### src/rtl/npu_loop_seq.sv
// npu_loop_seq: layer loop sequencer for the NPU PE array.
// Latches one array-reload configuration on start, then walks the
// nested loop ofmap > ifmap > input tile > kernel tap, closing every
// ofmap with a write-back burst of o_tile+1 cycles.
//
// Ports:
//   clk, rst          clock, synchronous active-high reset
//   start             run request, honoured in IDLE only
//   c1_c2_n, arv_*    layer select and loop limits from the config block
//   stall             datapath back-pressure, freezes RUN/WB
//   busy, done        layer in flight / one-cycle end-of-layer pulse
//   layer_c1_c2_n     latched layer select
//   ckgate            latched active column count
//   k_idx..ofm_idx    loop indices for address generation
//   acc_en, acc_clr   PE accumulate strobe and first-accumulation flag
//   wb_en, wb_tile    write-back strobe and output tile index

module npu_loop_seq #(
    parameter int CLOG2K = 3,
    parameter int CLOG2W = 5,
    parameter int CLOG2T = 4,
    parameter int CLOG2B = 4,
    parameter int CLOG2C = 5
) (
    input  logic              clk,
    input  logic              rst,
    input  logic              start,
    input  logic              c1_c2_n,
    input  logic [CLOG2K-1:0] arv_ksize,
    input  logic [CLOG2W-1:0] arv_ckgate,
    input  logic [CLOG2T-1:0] arv_i_tile,
    input  logic [CLOG2T-1:0] arv_o_tile,
    input  logic [CLOG2B-1:0] arv_ifmaps,
    input  logic [CLOG2C-1:0] arv_ofmaps,
    input  logic              stall,
    output logic              busy,
    output logic              done,
    output logic              layer_c1_c2_n,
    output logic [CLOG2W-1:0] ckgate,
    output logic [CLOG2K-1:0] k_idx,
    output logic [CLOG2T-1:0] tile_idx,
    output logic [CLOG2B-1:0] ifm_idx,
    output logic [CLOG2C-1:0] ofm_idx,
    output logic              acc_en,
    output logic              acc_clr,
    output logic              wb_en,
    output logic [CLOG2T-1:0] wb_tile
);

    typedef enum logic [1:0] {
        S_IDLE = 2'd0,
        S_RUN  = 2'd1,
        S_WB   = 2'd2,
        S_DONE = 2'd3
    } state_e;

    localparam logic [CLOG2K-1:0] K_ONE = 1;
    localparam logic [CLOG2T-1:0] T_ONE = 1;
    localparam logic [CLOG2B-1:0] B_ONE = 1;
    localparam logic [CLOG2C-1:0] C_ONE = 1;

    state_e state_q, state_d;

    // Shadow copy of the configuration, frozen for the whole layer
    logic [CLOG2K-1:0] lim_k_q;
    logic [CLOG2T-1:0] lim_it_q;
    logic [CLOG2T-1:0] lim_ot_q;
    logic [CLOG2B-1:0] lim_ifm_q;
    logic [CLOG2C-1:0] lim_ofm_q;
    logic [CLOG2W-1:0] ckgate_q;
    logic              layer_q;
    logic              cfg_ld;

    // Loop counters
    logic [CLOG2K-1:0] k_q, k_d;
    logic [CLOG2T-1:0] tile_q, tile_d;
    logic [CLOG2B-1:0] ifm_q, ifm_d;
    logic [CLOG2C-1:0] ofm_q, ofm_d;
    logic [CLOG2T-1:0] wbt_q, wbt_d;

    logic last_k, last_t, last_i, last_o, last_w;
    logic run_go, wb_go;

    assign last_k = (k_q == lim_k_q);
    assign last_t = (tile_q == lim_it_q);
    assign last_i = (ifm_q == lim_ifm_q);
    assign last_o = (ofm_q == lim_ofm_q);
    assign last_w = (wbt_q == lim_ot_q);

    assign run_go = (state_q == S_RUN) && !stall;
    assign wb_go  = (state_q == S_WB) && !stall;

    always_comb begin
        state_d = state_q;
        k_d     = k_q;
        tile_d  = tile_q;
        ifm_d   = ifm_q;
        ofm_d   = ofm_q;
        wbt_d   = wbt_q;
        cfg_ld  = 1'b0;
        unique case (state_q)
            S_IDLE: begin
                if (start) begin
                    cfg_ld  = 1'b1;
                    k_d     = '0;
                    tile_d  = '0;
                    ifm_d   = '0;
                    ofm_d   = '0;
                    wbt_d   = '0;
                    state_d = S_RUN;
                end
            end
            S_RUN: begin
                // Ripple increment: k -> tile -> ifm, each wrapping
                // to zero once it has reached its limit.
                if (run_go) begin
                    if (!last_k) begin
                        k_d = k_q + K_ONE;
                    end else begin
                        k_d = '0;
                        if (!last_t) begin
                            tile_d = tile_q + T_ONE;
                        end else begin
                            tile_d = '0;
                            if (!last_i) begin
                                ifm_d = ifm_q + B_ONE;
                            end else begin
                                ifm_d   = '0;
                                state_d = S_WB;
                            end
                        end
                    end
                end
            end
            S_WB: begin
                if (wb_go) begin
                    if (!last_w) begin
                        wbt_d = wbt_q + T_ONE;
                    end else begin
                        wbt_d = '0;
                        if (last_o) begin
                            state_d = S_DONE;
                        end else begin
                            ofm_d   = ofm_q + C_ONE;
                            state_d = S_RUN;
                        end
                    end
                end
            end
            S_DONE: begin
                state_d = S_IDLE;
            end
            default: begin
                state_d = S_IDLE;
            end
        endcase
    end

    always_ff @(posedge clk) begin
        if (rst) begin
            state_q   <= S_IDLE;
            k_q       <= '0;
            tile_q    <= '0;
            ifm_q     <= '0;
            ofm_q     <= '0;
            wbt_q     <= '0;
            lim_k_q   <= '0;
            lim_it_q  <= '0;
            lim_ot_q  <= '0;
            lim_ifm_q <= '0;
            lim_ofm_q <= '0;
            ckgate_q  <= '0;
            layer_q   <= 1'b0;
        end else begin
            state_q <= state_d;
            k_q     <= k_d;
            tile_q  <= tile_d;
            ifm_q   <= ifm_d;
            ofm_q   <= ofm_d;
            wbt_q   <= wbt_d;
            if (cfg_ld) begin
                lim_k_q   <= arv_ksize;
                lim_it_q  <= arv_i_tile;
                lim_ot_q  <= arv_o_tile;
                lim_ifm_q <= arv_ifmaps;
                lim_ofm_q <= arv_ofmaps;
                ckgate_q  <= arv_ckgate;
                layer_q   <= c1_c2_n;
            end
        end
    end

    assign busy          = (state_q != S_IDLE);
    assign done          = (state_q == S_DONE);
    assign layer_c1_c2_n = layer_q;
    assign ckgate        = ckgate_q;
    assign k_idx         = k_q;
    assign tile_idx      = tile_q;
    assign ifm_idx       = ifm_q;
    assign ofm_idx       = ofm_q;
    assign acc_en        = run_go;
    // First accumulation of an ofmap: every tile at ifmap 0, tap 0
    assign acc_clr       = run_go && (ifm_q == '0) && (k_q == '0);
    assign wb_en         = wb_go;
    assign wb_tile       = wbt_q;

endmodule

### config.mk
export PLATFORM = sky130hd
export DESIGN_NAME = npu_loop_seq
export DESIGN_NICKNAME = d
export VERILOG_FILES = /design/src/rtl/npu_loop_seq.sv
export SDC_FILE = /design/constraint.sdc
export NUM_CORES = 1
export LEC_CHECK = 0
export CAP_MARGIN = 25
export CORE_AREA = 2 2 80 74
export CTS_CLUSTER_SIZE = 20
export DETAILED_ROUTE_END_ITERATION = 8
export DIE_AREA = 0 0 82 76
export PLACE_DENSITY = 0.73
export SYNTH_ARGS = -nofsm -noshare
export SYNTH_HDL_FRONTEND = slang
export SYNTH_SLANG_ARGS = --single-unit
### constraint.sdc
create_clock -name clk -period 4.4 [get_ports clk]
set_clock_uncertainty 0.1 [all_clocks]
set_input_delay 0.66 -clock clk [delete_from_list [all_inputs] [get_ports clk]]
set_output_delay 0.66 -clock clk [all_outputs]
set_load 0.05 [all_outputs]
# --- After elaboration in Yosys (flattened, before gate mapping) ---
# Index checks and enable logic that the tools add are counted.
# W data, S select, Z words.
word_totals:
  out_inout_bits: 31
  register_bits: 48
  in_bits: 30
classes:
  eq_ne: 16
  n_addsub: 5
  reduce_logical: 17
  n_mux: 33
ops:
  columns: ["op", "count"]
  rows:
  - ["$mux W4", 10]
  - ["$pmux W4 S2", 3]
  - ["$mux W5", 4]
  - ["$mux W2", 8]
  - ["$ne A2 B2 Y1 const B", 8]
  - ["$add A4 B1 Y4 const B", 3]
  - ["$eq A4 B4 Y1", 3]
  - ["$pmux W5 S2", 1]
  - ["$reduce_and A5 Y1", 2]
  - ["$mux W3", 3]
  - ["$pmux W2 S4", 1]
  - ["$reduce_and A7 Y1", 1]
  - ["$pmux W3 S2", 1]
  - ["$reduce_and A3 Y1", 2]
  - ["$reduce_bool A2 Y1", 3]
  - ["$add A5 B1 Y5 const B", 1]
  - ["$eq A5 B5 Y1", 1]
  - ["$eq A2 B2 Y1 const B", 2]
  - ["$logic_and A1 B1 Y1", 4]
  - ["$logic_not A4 Y1", 1]
  - ["$reduce_and A4 Y1", 1]
  - ["$add A3 B1 Y3 const B", 1]
  - ["$eq A3 B3 Y1", 1]
  - ["$logic_not A3 Y1", 1]
  - ["other kinds (4)", 5]

# --- Longest topological paths before layout ---
logic_depth:
  ltp_word: 6
  ltp_mapped: 6
  depth_no_buf: 5

# --- Least setup slack after synthesis ---
# No wires, ideal clock.
synth_path:
  kind: "input port to output port"
  start: "input port stall"
  end: "output port acc_clr"
  path_buffers: 0
  path_slack_ns: 1.449
  arrival_time_ns: 2.191
  required_time_ns: 3.640
  path_stages: 3
  cell_sequence: "nor2_1 > nand4_1 > nor2_1"
synth_via:
  elab_chain_cells: 4
synth_lines:
  columns: ["element", "line", "text"]
  rows:
  - ["start, declared", "35", "input logic stall,"]
  - ["$logic_not A1 Y1", "90", "assign run_go = (state_q == S_RUN) && !stall;"]
  - ["$logic_and A1 B1 Y1", "90", null]
  - ["$logic_and A1 B1 Y1 (2 in a row)", "203", "assign acc_clr = run_go && (ifm_q == '0) && (k_q == '0);"]
  - ["end, declared", "45", "output logic acc_clr,"]
# Every way passes these cells.

# --- Final worst setup path ---
layout_path:
  start: "register state_q[0]"
  end: "output port acc_clr"
layout_via:
  elab_chain_cells: 4
layout_lines:
  columns: ["element", "line", "text"]
  rows:
  - ["start, declared", "62", "state_e state_q, state_d;"]
  - ["start signal, assigned", "175", "state_q <= state_d;"]
  - ["$eq A2 B1 Y1", "90", null]
  - ["$logic_and A1 B1 Y1", "90", null]
  - ["$logic_and A1 B1 Y1 (2 in a row)", "203", null]
# Every way passes these cells.

==> run summary <==
The first global-routing pass estimated 9908 um of wire. The die extent in x is 82 um. Once detail routing completed, the nets flagged for antenna violations numbered 0. Traced cell by cell, the critical path runs through nand2b_1 > nor2_1 > nand4_1 > nor2_1 > clkdlybuf4s50_1. The tools report the overall power of the completed layout as 1.477 mW. The cell repeated most along the worst path is nor2_1.

The share of the clock period used by the worst path after layout is 0.7031. Clock tree root buffer cell: clkbuf_8. The filler cells instantiated in the layout total 535. The number of nets handed over by synthesis was 329.

The share of the synthesized area in the top cell type was 0.4089; the actual transition at the worst max-transition pin was 0.9025 ns. The tools report the number of antenna violations at the first check in global routing as 0. Clock tree synthesis found a total of 48 sinks. Cell with the most instances after synthesis: nand2_1. For this block, the initial DRC count from the detailed router was 109. The logs give 3.64 ns for the required time at the worst-slack endpoint and 2240 for the overall via count from detail_route. Synthesis produced a netlist whose cell count is 292. Setup violations remaining at the end of the flow were counted as 0. Power spread over the standard cell area amounts to 476.4 nW/um^2.

The combined area of the multi-input logic cells is 1316 um^2. The number of cells in the finished layout apart from fillers was 420; the internal power consumption was 0.8475 mW. Prior to clock tree synthesis, the placed netlist has a worst setup slack of 1.302 ns. Leakage power: 1.135 nW.

The run finished with clean final reports. The global-route usage over all layers is 0.1985, and the fraction of synthesis flops using an asynchronous set or reset pin is 0. STA classifies the critical path endpoint as a primary output.

The combinational share of power is 0.433, and the worst-case setup margin in the final layout is 1.306 ns. The count of instances resized after the clock tree is built was 0; the clock-pin transition on the worst setup and hold timing paths was 0.09 ns. The tools report the via count of the first global-routing pass as 2145.

Leftover overflow at the end of global routing: 0. Static timing analysis puts the maximum clock frequency at 323.2 MHz. For the total placed cells including tap cells, the log shows 412.

The switching portion of total power is 0.4262, and the first-pass detailed-route iteration total is 4. The count of endpoints failing hold in the final timing report was 0. Among all flip-flop cells after synthesis, the most frequent one is dfxtp_1. Part of the total power dissipated in sequential elements: 0.383. The synthesized design contains 48 register bits.

The delay contributed by the slowest stage of the critical path was 0.80 ns; the area added between synthesis and finish was 31.95%. STA puts the critical path data arrival time at 2.33 ns. The fraction of the yosys area taken by sequential cells is 0.4089, and the share of cells above drive strength 1 is 0.03429. The tools report the startpoint class of the critical path as a flop. For the number of distinct library cells after synthesis, the log shows 35. The worst setup path is of the reg -> out kind. The starting utilization of the core area came out at 0.4299.

The logs give 0.30 ns for the clock latency on the worst-skew pair and 61 for the top-level I/O count. Dividing the detail-routed wire length by the instance count gives 13.76 um. The mapped netlist covers 2350 um^2. The analysis attributes to net switching a power of 0.6295 mW. The overall routed net length came out at 5781 um.

The die boundary height is 76 um, and the number of synthesis warnings is 0. Cell type with the highest aggregate area in the netlist: dfxtp_1. The floorplan has 26 rows.

In this run the post-CTS setup repair buffer count came out at 0. The tools report the worst IR drop on VDD as 0.0002358 V. Hold repair after CTS inserted 0 buffers. In the post-synthesis netlist, the biggest area contributors are dfxtp_1, nand2_1, a21oi_1, xnor2_1, ha_1. The tools report the weighted congestion at the end of routability-driven global placement as 0.8309. For the number of buffers added by the clock tree synthesis step, the log shows 5. The number of remaining DRC errors came out at 0.

TritonCTS built the clock tree. No sink is reached through more buffers than the 2 on the longest clock path. The logs give 28 for the pin count of the biggest net entering global routing and 960.9 um^2 for the area taken by flip-flops and latches. The commonest cells after synthesis are nand2_1, dfxtp_1, a21oi_1. The count of pins over their slew limit is 0, and the largest fanout on the critical path is 16. The number of flops mapped to enable cells by yosys was 0; the max-cap violation count was 0. The clock power share was 0.185. A synthesized cell averages 8.047 um^2. After floorplanning, the core was sized to cover 5465 um^2.

The count of buffers added on input and output ports is 60. The tightest slew margin relative to the limit was 0.3932; the detailed-placement wirelength estimate was 4178 um. The worst hold margin was 0.3551 ns; the number of diodes added for antenna fixing was 0.

Setup repair after global routing left no endpoint under its margin. The largest individual stage delay along the critical path comes from the cell clkdlybuf4s50_1. Using the TritonRoute via totals, the vias-per-cell ratio works out to 5.333. The run gives 6232 um^2 as the die outline area. In the final timing run, aggregate negative setup slack is 0 ns. The H-tree was split into 2 levels.

For the finished layout, the period the worst path requires is 3.094 ns. At the end of the flow, the number of nets in the layout was 386. The path class of the lowest-slack min-delay path was reg -> reg.
## layer usage
metal / track usage / up-vias / wire (um)
li1: - / 1126 / -
met1: 0.2860 / 1043 / 2771
met2: 0.3098 / 66 / 2656
met3: 0.03318 / 5 / 304
met4: 0.04500 / 0 / 48
met5: 0 / - / 0
## stage by stage
| stage | utilization | cell area [um^2] |
|---|---|---|
| after floorplan | - | 2350 |
| after global placement | 0.5501 | 3007 |
| after detailed placement | 0.5501 | 3007 |
| after CTS | 0.5673 | 3100 |
| after global routing | 0.5673 | 3100 |
| final | 0.5673 | 3100 |
## sequential cells by signal, indices dropped and copies added, names as in the netlist
| signal | flops |
|---|---|
| ckgate | 5 |
| lim_ofm_q | 5 |
| ofm_idx | 5 |
| ifm_idx | 4 |
| lim_ifm_q | 4 |
| lim_it_q | 4 |
| lim_ot_q | 4 |
| tile_idx | 4 |
| wb_tile | 4 |
| k_idx | 3 |
| lim_k_q | 3 |
| state_q | 2 |
| layer_c1_c2_n | 1 |
## critical path: cells and delay by family, from the launching register on
kind | cells | cell delay, ns
simple gates | 4 | 0.55
flops | 1 | 0.69
buf+inv | 1 | 0.80
## area by class of cell
| cell class | count | share of cell area |
|---|---|---|
| flip-flops and latches | 48 | 0.3099 |
| multi-input cells | 225 | 0.4245 |
| clock inverters | 1 | 0.002421 |
| clock buffers | 7 | 0.02785 |
| repair buffers | 62 | 0.1985 |
| inverters | 7 | 0.008475 |
| well taps | 70 | 0.02825 |
## path summary, 6_finish.rpt
path | startpoint | end | slack, ns | cells after the start
worst min register to register | layer_c1_c2_n | layer_c1_c2_n | 0.36 | 2
worst min-delay path | layer_c1_c2_n | layer_c1_c2_n | 0.36 | 2
worst max register to register | state_q[0] | tile_idx[0] | 2.15 | 5
worst max-delay path | state_q[0] | acc_clr | 1.31 | 5
## cell usage in the layout (no fill, tap or decap), types with 5 or more instances in the layout
| cell | synthesis | routed |
|---|---|---|
| a21oi_1 | 40 | 40 |
| clkbuf_8 | 0 | 6 |
| clkdlybuf4s50_1 | 0 | 60 |
| dfxtp_1 | 48 | 48 |
| ha_1 | 7 | 7 |
| inv_1 | 7 | 7 |
| nand2_1 | 62 | 62 |
| nand2b_1 | 7 | 7 |
| nand3_1 | 6 | 6 |
| nand4_1 | 13 | 13 |
| nor2_1 | 16 | 16 |
| nor3_1 | 7 | 7 |
| o21ai_0 | 5 | 5 |
| o31ai_1 | 8 | 8 |
| xnor2_1 | 18 | 18 |
| xor2_1 | 8 | 8 |
## logic make-up after synthesis
| kind of cell | synth area share |
|---|---|
| buf+inv | 0.03088 |
| simple gates | 0.2497 |
| mux | 0.008520 |
| flops | 0.4089 |
| compound gates | 0.1677 |
| fa+ha+maj | 0.03727 |
| xor+xnor | 0.09691 |
## power groups by stage
stage	logic (mW)	clock network (mW)	registers (mW)
finish	0.639	0.273	0.565
global route	0.699	0.295	0.579
CTS	0.639	0.280	0.565
detailed placement	0.637	0	0.575
global placement	0.627	0	0.572
floorplan	0.394	0	0.625
Power figures use the tool's default switching activity.
